--- src/rtl/spi_responder.sv ---
// SPI mode 0 responder (CPOL=0, CPHA=0, MSB first).
// The SPI pins are oversampled in the clk domain. Received words leave on a
// valid/ready port. Transmit words enter through a one-entry holding register.
//
// Handshakes (both ports use the same rule): a transfer happens on a rising
// clk edge where valid && ready. The source holds valid and data stable until
// that edge. The sink may raise or drop ready at any time.
//   rx: rx_valid stays high until taken. If a word completes while a word is
//       still pending and not being taken, the new word is dropped and
//       rx_overrun pulses.
//   tx: tx_ready is high while the holding register is empty. At each word
//       commit the register is drained. If it is empty at commit,
//       TX_IDLE_WORD is sent instead and tx_underrun pulses.
// busy is the state view of the FSM: 0 = IDLE, 1 = SHIFT.
module spi_responder #(
  parameter int DATA_WIDTH = 8,
  parameter int SYNC_STAGES = 2,
  parameter logic [DATA_WIDTH-1:0] TX_IDLE_WORD = {DATA_WIDTH{1'b1}}
) (
  input  logic                  clk,
  input  logic                  rst,
  input  logic                  sck_i,
  input  logic                  sel_n_i,
  input  logic                  mosi_i,
  output logic                  miso_o,
  output logic                  miso_oe_o,
  input  logic [DATA_WIDTH-1:0] tx_data,
  input  logic                  tx_valid,
  output logic                  tx_ready,
  output logic [DATA_WIDTH-1:0] rx_data,
  output logic                  rx_valid,
  input  logic                  rx_ready,
  output logic                  rx_overrun,
  output logic                  tx_underrun,
  output logic                  busy
);

  localparam int CNT_W = $clog2(DATA_WIDTH + 1);
  localparam logic [CNT_W-1:0] LAST_BIT = CNT_W'(DATA_WIDTH - 1);

  typedef enum logic {ST_IDLE = 1'b0, ST_SHIFT = 1'b1} state_t;

  state_t                  state_q, state_d;
  logic [SYNC_STAGES-1:0]  sck_sync_q, sel_sync_q, mosi_sync_q;
  logic                    sck_d_q;
  logic                    sck_s, sel_n_s, mosi_s, sck_rise, sck_fall;
  logic [DATA_WIDTH-1:0]   rx_shift_q, cur_word_q, hold_q;
  logic                    hold_full_q;
  logic [CNT_W-1:0]        rx_cnt_q, tx_cnt_q;
  logic                    shifting, commit, word_done, rx_load, tx_accept;
  logic [DATA_WIDTH-1:0]   rx_word, tx_shifted;
  logic                    miso_d;

  // Synchronize the SPI pins. Keep a delayed copy of sck for edge detection.
  always_ff @(posedge clk or posedge rst) begin
    if (rst) begin
      sck_sync_q  <= '0;
      sel_sync_q  <= '1;
      mosi_sync_q <= '0;
      sck_d_q     <= 1'b0;
    end else begin
      sck_sync_q  <= {sck_sync_q[SYNC_STAGES-2:0], sck_i};
      sel_sync_q  <= {sel_sync_q[SYNC_STAGES-2:0], sel_n_i};
      mosi_sync_q <= {mosi_sync_q[SYNC_STAGES-2:0], mosi_i};
      sck_d_q     <= sck_s;
    end
  end

  assign sck_s    = sck_sync_q[SYNC_STAGES-1];
  assign sel_n_s  = sel_sync_q[SYNC_STAGES-1];
  assign mosi_s   = mosi_sync_q[SYNC_STAGES-1];
  assign sck_rise = sck_s & ~sck_d_q;
  assign sck_fall = ~sck_s & sck_d_q;

  // FSM state register.
  always_ff @(posedge clk or posedge rst) begin
    if (rst) state_q <= ST_IDLE;
    else     state_q <= state_d;
  end

  // FSM next state. The synchronized select alone moves between states.
  always_comb begin
    state_d = state_q;
    case (state_q)
      ST_IDLE:  if (!sel_n_s) state_d = ST_SHIFT;
      ST_SHIFT: if (sel_n_s)  state_d = ST_IDLE;
      default:  state_d = ST_IDLE;
    endcase
  end

  // Deselect takes priority over any sck edge seen in the same cycle.
  assign shifting  = (state_q == ST_SHIFT) && !sel_n_s;
  assign commit    = shifting && sck_rise && (rx_cnt_q == '0);
  assign word_done = shifting && sck_rise && (rx_cnt_q == LAST_BIT);
  assign rx_word   = {rx_shift_q[DATA_WIDTH-2:0], mosi_s};
  assign rx_load   = word_done && (!rx_valid || rx_ready);
  assign tx_accept = tx_valid && !hold_full_q;

  // Bit counters and receive shifter. The counters are cleared whenever the
  // responder is not selected, so a partial word simply vanishes.
  always_ff @(posedge clk or posedge rst) begin
    if (rst) begin
      rx_shift_q <= '0;
      rx_cnt_q   <= '0;
      tx_cnt_q   <= '0;
    end else if (!shifting) begin
      rx_cnt_q <= '0;
      tx_cnt_q <= '0;
    end else begin
      if (sck_rise) begin
        rx_shift_q <= rx_word;
        rx_cnt_q   <= (rx_cnt_q == LAST_BIT) ? '0 : rx_cnt_q + CNT_W'(1);
      end
      if (sck_fall) begin
        tx_cnt_q <= (tx_cnt_q == LAST_BIT) ? '0 : tx_cnt_q + CNT_W'(1);
      end
    end
  end

  // Holding register and current transmit word. A commit reads the old
  // holding content before an accept in the same cycle refills it.
  always_ff @(posedge clk or posedge rst) begin
    if (rst) begin
      hold_q      <= '0;
      hold_full_q <= 1'b0;
      cur_word_q  <= '0;
      tx_underrun <= 1'b0;
    end else begin
      tx_underrun <= commit && !hold_full_q;
      if (commit) cur_word_q <= hold_full_q ? hold_q : TX_IDLE_WORD;
      if (tx_accept) begin
        hold_q      <= tx_data;
        hold_full_q <= 1'b1;
      end else if (commit) begin
        hold_full_q <= 1'b0;
      end
    end
  end

  // Receive output port. A new word is loaded or dropped. The handshake clears valid.
  always_ff @(posedge clk or posedge rst) begin
    if (rst) begin
      rx_data    <= '0;
      rx_valid   <= 1'b0;
      rx_overrun <= 1'b0;
    end else begin
      rx_overrun <= word_done && rx_valid && !rx_ready;
      if (rx_load) begin
        rx_data  <= rx_word;
        rx_valid <= 1'b1;
      end else if (rx_valid && rx_ready) begin
        rx_valid <= 1'b0;
      end
    end
  end

  // MISO source. Before the first falling edge of a word, show the MSB of what
  // the next commit will take. After that, walk through the committed word.
  always_comb begin
    tx_shifted = cur_word_q << tx_cnt_q;
    miso_d     = 1'b1;
    if (state_q == ST_SHIFT) begin
      if (tx_cnt_q == '0)
        miso_d = hold_full_q ? hold_q[DATA_WIDTH-1] : TX_IDLE_WORD[DATA_WIDTH-1];
      else
        miso_d = tx_shifted[DATA_WIDTH-1];
    end
  end

  // Registered MISO pin.
  always_ff @(posedge clk or posedge rst) begin
    if (rst) miso_o <= 1'b1;
    else     miso_o <= miso_d;
  end

  assign miso_oe_o = !sel_n_s;
  assign tx_ready  = !hold_full_q;
  assign busy      = (state_q == ST_SHIFT);

endmodule

--- config.mk ---
export PLATFORM = sky130hd
export DESIGN_NAME = spi_responder
export DESIGN_NICKNAME = d
export VERILOG_FILES = /design/src/rtl/spi_responder.sv
export SDC_FILE = /design/constraint.sdc
export NUM_CORES = 1
export LEC_CHECK = 0
export BUFFER_PORTS_ARGS = -buffer_cell sky130_fd_sc_hd__buf_2
export CAP_MARGIN = 5
export CORE_AREA = 2 2 73 75
export DETAILED_ROUTE_END_ITERATION = 16
export DIE_AREA = 0 0 75 77
export PLACE_DENSITY_LB_ADDON = 0.1
export SYNTH_ARGS = -nofsm -noshare
export SYNTH_HDL_FRONTEND = slang
export SYNTH_SLANG_ARGS = --single-unit
--- constraint.sdc ---
create_clock -name clk -period 4.1 [get_ports clk]
set_input_delay 0.205 -clock clk [delete_from_list [all_inputs] [get_ports clk]]
set_output_delay 0.205 -clock clk [all_outputs]
set_load 0.02 [all_outputs]
==> results of run 1 <==
## cell families (layout without fill, tap and decap cells)
family / after synthesis / in the layout
AO/OA/AOI/OAI: 9 / 9
XOR/XNOR: 2 / 2
adder cells (fa/ha/maj): 4 / 4
buffers and inverters: 12 / 47
flip-flops: 52 / 52
multiplexers: 35 / 35
AND/OR/NAND/NOR: 39 / 39
## layer usage
layer | part of all wire [%] | vias to the layer above | GRT usage, % | wire, um
met5 | 0 | - | 0 | 0
met4 | 1.4 | 0 | 4.821 | 49
met3 | 3.4 | 5 | 3.942 | 114
met2 | 52 | 20 | 22.02 | 1781
met1 | 43 | 645 | 16.34 | 1448
li1 | - | 590 | - | -
## final cells by class
| cell class | instances | share of cell area (%) |
|---|---|---|
| Sequential cell | 52 | 52.92 |
| Multi-Input combinational cell | 89 | 32.06 |
| Timing Repair Buffer | 32 | 7.103 |
| Tap cell | 70 | 3.551 |
| Clock buffer | 6 | 2.943 |
| Inverter | 8 | 1.218 |
| Clock inverter | 1 | 0.2029 |
## where the power goes
group / total (mW) / switching (mW) / internal (mW)
Sequential: 0.699 / 0.0720 / 0.627
Combinational: 0.229 / 0.0885 / 0.141
Clock: 0.266 / 0.150 / 0.116
Total: 1.19 / 0.310 / 0.884
## critical path, stage by stage (launching register included)
cell	delay (ns)
sky130_fd_sc_hd__dfrtp_1	0.41
sky130_fd_sc_hd__and4bb_1	0.54
sky130_fd_sc_hd__and3_1	0.55
sky130_fd_sc_hd__mux2_4	0.34
## layout by cell type (no fill, tap or decap), types with 2 or more instances in the layout
cell	n
sky130_fd_sc_hd__dfrtp_1	49
sky130_fd_sc_hd__buf_2	29
sky130_fd_sc_hd__mux2_2	23
sky130_fd_sc_hd__nand2b_1	11
sky130_fd_sc_hd__mux2_4	8
sky130_fd_sc_hd__nor2_1	8
sky130_fd_sc_hd__inv_1	7
sky130_fd_sc_hd__nand2_1	5
sky130_fd_sc_hd__clkbuf_8	5
sky130_fd_sc_hd__nand3_1	4
sky130_fd_sc_hd__a21oi_1	4
sky130_fd_sc_hd__ha_1	4
sky130_fd_sc_hd__dlygate4sd3_1	3
sky130_fd_sc_hd__dfstp_2	3
sky130_fd_sc_hd__mux4_2	2
sky130_fd_sc_hd__mux2i_1	2
sky130_fd_sc_hd__nand3b_1	2
sky130_fd_sc_hd__xor2_1	2
sky130_fd_sc_hd__or4_1	2
sky130_fd_sc_hd__o21ai_0	2
## worst min-delay path by stage
stage | endpoint | slack, ns | cells past startpoint
6_report | rx_data[3] | 0.14 | 2
5_1_grt | hold_q[7] | 0.13 | 2
4_1_cts | sck_sync_q[0] | 0.004 | 1
3_5_place_dp | sel_sync_q[0] | 0.31 | 1
3_3_place_gp | sel_sync_q[0] | 0.31 | 1
2_1_floorplan | sel_sync_q[0] | 0.21 | 0
## flip-flops by register name (all words and copies together), names as in the netlist
| register | flops |
|---|---|
| rx_cnt_q | 4 |
| sck_sync_q | 2 |
| rx_overrun | 1 |
| mosi_sync_q | 2 |
| rx_shift_q | 7 |
| sck_d_q | 1 |
| hold_full_q | 1 |
| tx_cnt_q | 4 |
| hold_q | 8 |
| busy | 1 |
| miso_o | 1 |
| cur_word_q | 8 |
| rx_data | 8 |
| rx_valid | 1 |
| sel_sync_q | 2 |
| tx_underrun | 1 |
## per-stage QoR
stage,instance area [sq um],cells,util (%),power (mW),hold slack [ns]
global placement,2359,248,47.39,0.9290,0.3108
floorplan,2152,153,-,0.8756,0.2095
detailed placement,2359,248,47.39,0.9439,0.3135
finish,2466,258,49.55,1.194,0.1372
CTS,2456,257,49.35,1.217,0.003678
global route,2466,258,49.55,1.274,0.1250
==> results.py, run 1 <==
metrics = {
    "route": {
        "drt_first_pass_iters": 4,
        "avgRoutedWirePerCell_um": 13.16,
        "routed-via-count": 1260,
        "count_of_routing_violations_after_the_opening_detailed_route_iteration": 62,
        "wl_mm": 3.395,
        "via_per_inst": 4.884,
        "drt.antenna.violating_nets": 0,
        "drc": 0,
    },
    "sta": {
        "unrepaired_setup_endpoints_after_global_routing": "no",
        "final_hold_violating_endpoints": 0,
        "final_setup_violation_count": 0,
        "timing.setup.tns_ns": 0,
        "worst-slew-pin-transition_ns": 1.016,
        "layout_setup_ws_ns": 2.145,
        "post-route-period-util_pct": 47.69,
        "slew_violations": 0,
        "clock-skew-final_ns": 0.003000,
        "finalCriticalPeriod_ns": 1.955,
        "slew_limit_headroom_pct": 32.19,
        "clock.fmax_ghz": 0.5115,
    },
    "global_route": {
        "pin_count_of_the_biggest_net_entering_global_routing": 53,
        "grt_antenna_before_repair": 0,
        "grt_first_pass_wirelength_mm": 5.913,
        "first_global_vias": 1294,
        "global_route.usage.total_pct": 13.38,
        "grt.overflow.total": 0,
    },
    "logic_synthesis": {
        "synth_common_cells": "49 x sky130_fd_sc_hd__dfrtp_1, 23 x sky130_fd_sc_hd__mux2_2, 11 x sky130_fd_sc_hd__nand2b_1",
        "synthDominantAreaCellType": "sky130_fd_sc_hd__dfrtp_1",
        "dominant_combinational_cell_family_by_area_after_synthesis": "multiplexers",
        "yosysWarnings": 0,
        "synth.area.mux_share_pct": 20.64,
        "yosys.area_share.xor_xnor_pct": 0.8140,
        "synth_simple_gate_area_share_pct": 10.35,
        "synth.area.top_cells": "sky130_fd_sc_hd__dfrtp_1 57%, sky130_fd_sc_hd__mux2_2 12%, sky130_fd_sc_hd__mux2_4 5.6%",
        "synth_ff_type": "sky130_fd_sc_hd__dfrtp_1",
        "synthMostInstantiatedCell": "sky130_fd_sc_hd__dfrtp_1",
        "post_synth_inst_count": 153,
        "synth-async-reset-ratio_pct": 100.0,
        "syn-num-nets": 172,
        "synth_seq_cells": 52,
        "syn-mean-instance-area_sq_um": 14.07,
        "area_share_of_the_largest_cell_type_after_synthesis_pct": 56.98,
        "netlist_area_sq_um": 2152,
        "synthAdderAreaFrac_pct": 2.326,
        "synth_enable_flop_cells": 0,
        "synth-compound-area-share_pct": 2.616,
        "synth_sequential_area_ratio_pct": 60.64,
        "yosys.cell_types.count": 30,
    },
    "setup_path": {
        "cp-end-kind": "flip-flop",
        "cp-startpoint": "sck_d_q",
        "worstReg2RegEnd": "rx_data[3]",
        "crit_path_start_kind": "flip-flop",
        "critPathArrivalTime_ns": 2.14,
        "regToRegStartpoint": "sck_d_q",
        "cp.required_ns": 4.28,
        "worst_setup_path_endpoint": "rx_data[3]",
        "rr_worst_depth": 3,
        "r2r_setup_slack_ns": 2.14,
        "path_max_fanout": 10,
        "timing_worst_setup_path_type": "flip-flop to flip-flop",
    },
    "clocking": {
        "max-clock-path-buffers": 2,
        "cts-resized-gates": 0,
        "cts.hold.buffers_added": 2,
        "numClockSinks": 52,
        "cts_setup_buffers": 0,
        "clock_tree_from_tritoncts": "built",
        "clk_root_buffer_cell": "sky130_fd_sc_hd__clkbuf_8",
        "clk_pin_slew_worst_paths_ns": 0.08,
        "cts_buffers": 5,
        "clock_latency_ns": 0.29,
        "clock_tree.htree_level_count": 2,
    },
    "final_layout": {
        "diodes": 0,
        "multi_input_comb_area_sq_um": 790.8,
        "num-fill-cells": 452,
        "layout.nets": 207,
        "register_area_sq_um": 1305,
        "area_growth_pct": 14.59,
        "layout-drive-gt1-share_pct": 38.83,
    },
    "placement": {
        "place_ws_ns": 2.131,
        "place_hpwl_mm": 2.491,
        "place.gp.congestion": 0.7971,
        "port_buffers": 29,
    },
    "outcome": {
        "status": "finished clean",
    },
    "floorplanning": {
        "fp.dieArea_sq_um": 5775,
        "start_util_pct": 43.24,
        "placeable_core_area_sq_um": 4977,
        "boundaryPins": 30,
        "die_width_um": 75,
        "die_y_um": 77,
        "std_cell_rows": 26,
    },
    "worst_hold_path": {
        "hp-class": "input port to asynchronous set/reset pin",
    },
    "pwr": {
        "leakage_power_of_the_design_nw": 1.166,
        "maximum_ir_drop_on_the_vdd_rail_mv": 0.3067,
        "power_density_nw_per_um2": 484.3,
    },
    "run": {
        "drv_cap": 0,
    },
}
Power figures use the tool's default switching activity.
==> inputs of run 2 (changes only) <==
- clock period: 4.1 -> 1.9 ns (I/O delays scaled with it)
==> run 2 against run 1 <==
First-iteration DRC count increased by 34%. Total power increased by 130%. Hold slack got worse by 0.12 ns. Combinational power increased by 120%. Non-clock buffer count increased by 7. Worst setup slack got worse by 2.0 ns. Critical path depth increased by 1. Fmax increased by 12%. Global-route usage increased by 1.2 points. Clock skew increased by 0.0026 ns. Count of clock-buffer cells in the layout unchanged. Via count increased by 1.5%. Critical path type unchanged. Largest power group unchanged.
==> results.py, run 2 (same netlist as run 1, synthesis figures left out) <==
metrics = {
    "setup_path": {
        "crit_path_start_kind": "flip-flop",
        "critPathArrivalTime_ns": 1.95,
        "path_max_fanout": 8,
        "cp.required_ns": 2.09,
        "timing_worst_setup_path_type": "flip-flop to flip-flop",
        "cp-end-kind": "flip-flop",
    },
    "route": {
        "drc": 0,
        "count_of_routing_violations_after_the_opening_detailed_route_iteration": 83,
        "avgRoutedWirePerCell_um": 13.49,
        "via_per_inst": 4.808,
        "drt.antenna.violating_nets": 0,
        "routed-via-count": 1279,
        "wl_mm": 3.589,
        "drt_first_pass_iters": 4,
    },
    "pwr": {
        "power_switching_share_pct": 25.10,
        "pwr-share-clk_pct": 26.7,
        "power.share.sequential_pct": 54.7,
        "power_density_nw_per_um2": 1077,
        "netSwitchingPower_mw": 0.6909,
        "maximum_ir_drop_on_the_vdd_rail_mv": 0.6122,
        "pwr-share-comb_pct": 18.6,
        "p_int_mw": 2.062,
        "leakage_power_of_the_design_nw": 1.212,
    },
    "final_layout": {
        "mostFrequentLayoutCell": "sky130_fd_sc_hd__dfrtp_1",
        "area_growth_pct": 18.78,
        "num-fill-cells": 449,
        "layout.nets": 214,
        "largestRegisters": "cur_word_q: 8 flops, hold_q: 8 flops, rx_data: 8 flops",
        "final_cells": 266,
        "layout-drive-gt1-share_pct": 39.80,
        "diodes": 0,
        "layout_common_cells": "49 x sky130_fd_sc_hd__dfrtp_1, 29 x sky130_fd_sc_hd__buf_2, 23 x sky130_fd_sc_hd__mux2_2, 11 x sky130_fd_sc_hd__nand2b_1",
    },
    "global_route": {
        "global_route.usage.total_pct": 14.55,
        "first_global_vias": 1351,
        "grt_antenna_before_repair": 0,
        "pin_count_of_the_biggest_net_entering_global_routing": 20,
        "grt_first_pass_wirelength_mm": 6.299,
        "grt.overflow.total": 0,
    },
    "worst_hold_path": {
        "hp-class": "input port to flip-flop",
    },
    "sta": {
        "clock-skew-final_ns": 0.005641,
        "slew_violations": 0,
        "post-route-period-util_pct": 92.14,
        "slew_limit_headroom_pct": 66.61,
        "layout_setup_ws_ns": 0.1493,
        "final_setup_violation_count": 0,
        "timing.setup.tns_ns": 0,
        "finalCriticalPeriod_ns": 1.751,
        "unrepaired_setup_endpoints_after_global_routing": "no",
        "fin_worst_hold_slack_ns": 0.01615,
        "worst-slew-pin-transition_ns": 0.5009,
        "clock.fmax_ghz": 0.5712,
        "final_hold_violating_endpoints": 0,
    },
    "placement": {
        "place_hpwl_mm": 2.684,
        "place.gp.congestion": 0.7797,
        "place.detailed.instances": 252,
        "port_buffers": 29,
        "place_ws_ns": 0.1355,
    },
    "floorplanning": {
        "placeable_core_area_sq_um": 4977,
        "boundaryPins": 30,
        "die_y_um": 77,
        "std_cell_rows": 26,
        "die_width_um": 75,
        "start_util_pct": 43.24,
        "fp.dieArea_sq_um": 5775,
    },
    "clocking": {
        "clk_pin_slew_worst_paths_ns": 0.09,
        "cts-resized-gates": 0,
        "max-clock-path-buffers": 2,
        "clk_root_buffer_cell": "sky130_fd_sc_hd__clkbuf_8",
        "cts_buffers": 5,
        "clock_tree_from_tritoncts": "built",
        "clock_latency_ns": 0.31,
        "numClockSinks": 52,
        "clock_tree.htree_level_count": 2,
    },
    "run": {
        "drv_cap": 0,
    },
    "outcome": {
        "status": "finished clean",
    },
}
-- run 2: changes by cell type in the layout (fill, tap and decap cells not counted), sizes merged --
| cell | change |
|---|---|
| bufinv | +1 |
| buf | +4 |
| dlygate4sd3 | +3 |
-- run 2: routing by layer --
| layer | vias up | GRT usage (%) | routed length (um) |
|---|---|---|---|
| met1 | 647 | 17.41 | 1509 |
| met4 | 0 | 6.071 | 67 |
| li1 | 607 | - | - |
| met2 | 18 | 24.12 | 1898 |
| met5 | - | 0 | 0 |
| met3 | 7 | 3.942 | 113 |
-- run 2: path summary, 6_finish.rpt --
path                            endpoint  slack, ns  cells after the start           from
setup / recovery              rx_data[6]       0.15                      4    rx_cnt_q[0]
max in group asynchronous  sel_sync_q[1]       0.97                      4            rst
min in group asynchronous  cur_word_q[7]       0.30                      3            rst
hold reg to reg            sck_sync_q[1]       0.35                      0  sck_sync_q[0]
setup reg to reg              rx_data[6]       0.15                      4    rx_cnt_q[0]
hold / removal                 hold_q[7]       0.02                      2     tx_data[7]
-- run 2: layout make-up --
type | count | area [sq um] | area share (%)
repair buffers | 39 | 235.2 | 9.202
multi-input cells | 89 | 790.8 | 30.93
clock buffers | 6 | 72.57 | 2.839
flip-flops and latches | 52 | 1305 | 51.05
inverters | 8 | 30.03 | 1.175
well taps | 70 | 87.58 | 3.426
clock inverters | 2 | 35.03 | 1.371
-- run 2: metrics by stage --
stage / util [%] / area [sq um] / power [mW]
final: 51.36 / 2556 / 2.753
after global routing: 51.36 / 2556 / 2.930
after CTS: 51.36 / 2556 / 2.811
after detailed placement: 47.99 / 2389 / 2.053
after global placement: 47.99 / 2389 / 2.016
after floorplan: - / 2152 / 1.889
-- run 2: timing repair --
action,CTS,global route
hold endpoints to repair,21,0
buffers inserted,0,0
hold buffers,6,0
-- run 2: power groups by stage --
stage | Sequential, mW | Clock, mW | Combinational, mW
3_3_place_gp | 1.51 | 0 | 0.502
3_5_place_dp | 1.53 | 0 | 0.521
5_1_grt | 1.54 | 0.812 | 0.575
6_report | 1.51 | 0.734 | 0.512
4_1_cts | 1.51 | 0.770 | 0.531
2_1_floorplan | 1.47 | 0 | 0.422
-- run 2: worst max-delay path, stage by stage (launching register included) --
cell and delay [ns]:
sky130_fd_sc_hd__dfrtp_1 0.42, sky130_fd_sc_hd__ha_1 0.18, sky130_fd_sc_hd__and3b_1 0.20, sky130_fd_sc_hd__and3_1 0.49
sky130_fd_sc_hd__mux2_4 0.35
==> inputs of run 3 (changes only) <==
- ABC_AREA: default -> 1
- CORE_AREA: 2 2 73 75 -> 2 2 74 76
- DIE_AREA: 0 0 75 77 -> 0 0 76 78
==> run 3 against run 2 <==
Synthesized cell count grew 43%. Sequential cell count unchanged. Critical endpoint is now cur_word_q[6]. Global-route usage fell by 1.3 points.
==> results.py, run 3 <==
metrics = {
    "logic_synthesis": {
        "synthDominantAreaCellType": "sky130_fd_sc_hd__dfrtp_1",
        "syn-num-nets": 238,
        "yosysWarnings": 0,
        "synth-compound-area-share_pct": 9.753,
        "synth_enable_flop_cells": 0,
        "syn-mean-instance-area_sq_um": 10.19,
        "synth_common_cells": "50 x sky130_fd_sc_hd__nand2_1, 49 x sky130_fd_sc_hd__dfrtp_1, 29 x sky130_fd_sc_hd__inv_1",
        "synth.area.top_cells": "sky130_fd_sc_hd__dfrtp_1 55%, sky130_fd_sc_hd__nand2_1 8.4%, sky130_fd_sc_hd__o21ai_2 5.5%",
        "synth_simple_gate_area_share_pct": 17.83,
        "synth.area.mux_share_pct": 4.036,
        "area_share_of_the_largest_cell_type_after_synthesis_pct": 54.93,
        "synth_ff_type": "sky130_fd_sc_hd__dfrtp_1",
        "synthAdderAreaFrac_pct": 2.242,
        "synth_seq_cells": 52,
        "synth_sequential_area_ratio_pct": 58.46,
        "yosys.cell_types.count": 28,
        "synthMostInstantiatedCell": "sky130_fd_sc_hd__nand2_1",
        "netlist_area_sq_um": 2232,
        "dominant_combinational_cell_family_by_area_after_synthesis": "simple AND/OR/NAND/NOR gates",
        "yosys.area_share.xor_xnor_pct": 0.7848,
        "synth-async-reset-ratio_pct": 100.0,
        "post_synth_inst_count": 219,
    },
    "sta": {
        "fin_worst_hold_slack_ns": 0.02282,
        "post-route-period-util_pct": 75.00,
        "slew_limit_headroom_pct": 66.12,
        "final_hold_violating_endpoints": 0,
        "finalCriticalPeriod_ns": 1.425,
        "timing.setup.tns_ns": 0,
        "slew_violations": 0,
        "layout_setup_ws_ns": 0.4750,
        "clock-skew-final_ns": 0.004751,
        "final_setup_violation_count": 0,
        "clock.fmax_ghz": 0.7018,
        "worst-slew-pin-transition_ns": 0.5028,
        "unrepaired_setup_endpoints_after_global_routing": "no",
    },
    "route": {
        "wl_mm": 3.534,
        "drt_first_pass_iters": 4,
        "via_per_inst": 4.502,
        "routed-via-count": 1472,
        "drc": 0,
        "count_of_routing_violations_after_the_opening_detailed_route_iteration": 112,
        "drt.antenna.violating_nets": 0,
        "avgRoutedWirePerCell_um": 10.81,
    },
    "clocking": {
        "cts_setup_buffers": 0,
        "cts_buffers": 5,
        "clock_latency_ns": 0.29,
        "numClockSinks": 52,
        "clock_tree_from_tritoncts": "built",
        "max-clock-path-buffers": 2,
        "clk_pin_slew_worst_paths_ns": 0.09,
        "clock_tree.htree_level_count": 2,
        "clk_root_buffer_cell": "sky130_fd_sc_hd__clkbuf_8",
    },
    "setup_path": {
        "cp_top_family": "simple AND/OR/NAND/NOR gates",
        "crit_path_max_incr_delay_ns": 0.40,
        "cp.required_ns": 2.09,
        "path_max_fanout": 18,
        "timing_worst_setup_path_type": "flip-flop to flip-flop",
        "rr_worst_depth": 6,
        "cp-end-kind": "flip-flop",
        "cp_num_cells": 6,
        "critPathArrivalTime_ns": 1.61,
        "cp_slowest_cell": "sky130_fd_sc_hd__dfrtp_1",
        "worst_setup_path_endpoint": "cur_word_q[6]",
        "regToRegStartpoint": "sck_d_q",
        "worstReg2RegEnd": "cur_word_q[6]",
        "crit_path_start_kind": "flip-flop",
        "crit_buf_inv": 2,
        "cp-startpoint": "sck_d_q",
        "critical_path.cell_chain": "inv_1 -> nand4_4 -> inv_4 -> nand3_4 -> nand2_1 -> o21ai_2",
        "r2r_setup_slack_ns": 0.48,
    },
    "placement": {
        "place_hpwl_mm": 2.493,
        "place_ws_ns": 0.4659,
        "place.gp.congestion": 0.8206,
        "port_buffers": 29,
    },
    "global_route": {
        "pin_count_of_the_biggest_net_entering_global_routing": 44,
        "first_global_vias": 1407,
        "grt.overflow.total": 0,
        "global_route.usage.total_pct": 13.26,
        "grt_antenna_before_repair": 0,
        "grt_first_pass_wirelength_mm": 6.341,
    },
    "floorplanning": {
        "boundaryPins": 30,
        "die_y_um": 78,
        "std_cell_rows": 26,
        "fp.dieArea_sq_um": 5928,
        "start_util_pct": 44.27,
        "die_width_um": 76,
        "placeable_core_area_sq_um": 5042,
    },
    "pwr": {
        "leakage_power_of_the_design_nw": 1.286,
        "power_switching_share_pct": 29.55,
        "maximum_ir_drop_on_the_vdd_rail_mv": 0.6654,
        "total_power_mw": 2.608,
        "power.share.sequential_pct": 55.0,
        "netSwitchingPower_mw": 0.7706,
        "pwr-share-clk_pct": 23.2,
        "power_density_nw_per_um2": 1011,
        "p_int_mw": 1.837,
        "pwr-share-comb_pct": 21.7,
    },
    "outcome": {
        "status": "finished clean",
    },
    "final_layout": {
        "layout-drive-gt1-share_pct": 28.40,
        "largestRegisters": "cur_word_q: 8 flops, hold_q: 8 flops, rx_data: 8 flops",
        "num-fill-cells": 475,
        "mostFrequentLayoutCell": "sky130_fd_sc_hd__nand2_1",
        "finish.utilization_pct": 51.14,
        "layout_common_cells": "50 x sky130_fd_sc_hd__nand2_1, 49 x sky130_fd_sc_hd__dfrtp_1, 29 x sky130_fd_sc_hd__buf_2, 28 x sky130_fd_sc_hd__inv_1",
        "area_growth_pct": 15.53,
        "layout.nets": 275,
        "diodes": 0,
    },
    "run": {
        "drv_cap": 0,
    },
    "worst_hold_path": {
        "timing.hold.worst.start": "tx_data[4]",
        "hp-class": "input port to flip-flop",
    },
}
[run 3: cell count changes after synthesis, moves of 4 or more]
cell	previous run	this run
sky130_fd_sc_hd__nand2b_1	11	0
sky130_fd_sc_hd__o21ai_2	0	14
sky130_fd_sc_hd__nand3_1	4	14
sky130_fd_sc_hd__mux2_2	23	8
sky130_fd_sc_hd__nand2_1	5	50
sky130_fd_sc_hd__inv_1	8	29
sky130_fd_sc_hd__mux2_4	8	0
sky130_fd_sc_hd__nor2_1	8	12
sky130_fd_sc_hd__o21ai_0	2	14
[run 3: power groups by stage]
stage	sequential, mW	combinational, mW	clock, mW
after floorplan	1.44	0.456	0
after global placement	1.45	0.566	0
after detailed placement	1.45	0.575	0
after CTS	1.43	0.582	0.642
after global routing	1.46	0.661	0.680
final	1.43	0.567	0.606
[run 3: logic make-up (layout without fill, tap and decap cells)]
logic type / Yosys count / count (layout)
muxes: 8 / 8
buffers and inverters: 36 / 74
DFF: 52 / 52
xor gates and xnor gates: 2 / 2
and+or+nand+nor: 85 / 85
AOI/OAI and AO/OA: 32 / 32
adders and majority gates: 4 / 4
[run 3: worst min path at each step]
stage | cells after the start | slack, ns | endpoint
final | 2 | 0.02 | hold_q[4]
after global placement | 2 | 0.03 | rx_shift_q[2]
after floorplan | 0 | 0.1 | sel_sync_q[0]
after CTS | 2 | 0.008 | hold_q[7]
after detailed placement | 2 | 0.03 | rx_data[2]
after global routing | 2 | 0.01 | hold_q[2]
[run 3: final cells by class]
type | instances | area, sq um | area share (%)
flip-flops and latches | 52 | 1305 | 50.61
multi-input cells | 131 | 773.2 | 29.99
repair buffers | 34 | 205.2 | 7.957
inverters | 32 | 122.6 | 4.755
well taps | 70 | 87.58 | 3.396
clock buffers | 7 | 76.32 | 2.960
clock inverters | 1 | 8.758 | 0.3396
[run 3: metrics by stage]
| stage | area [sq um] | cells |
|---|---|---|
| 3_3_place_gp | 2454 | 315 |
| 5_1_grt | 2579 | 327 |
| 2_1_floorplan | 2232 | 219 |
| 6_report | 2579 | 327 |
| 3_5_place_dp | 2454 | 315 |
| 4_1_cts | 2579 | 327 |
[run 3: repair_timing]
item                                   CTS  global route
endpoints found under the hold margin   43             0
gates resized for setup                  0             0
hold buffers                             4             0
[run 3: per-layer routing]
metal,up-vias,track usage (%),part of all wire (%)
li1,767,-,-
met1,680,19.33,52
met2,21,19.11,43
met3,4,3.372,3.5
met4,0,4.909,1.1
met5,-,0,0
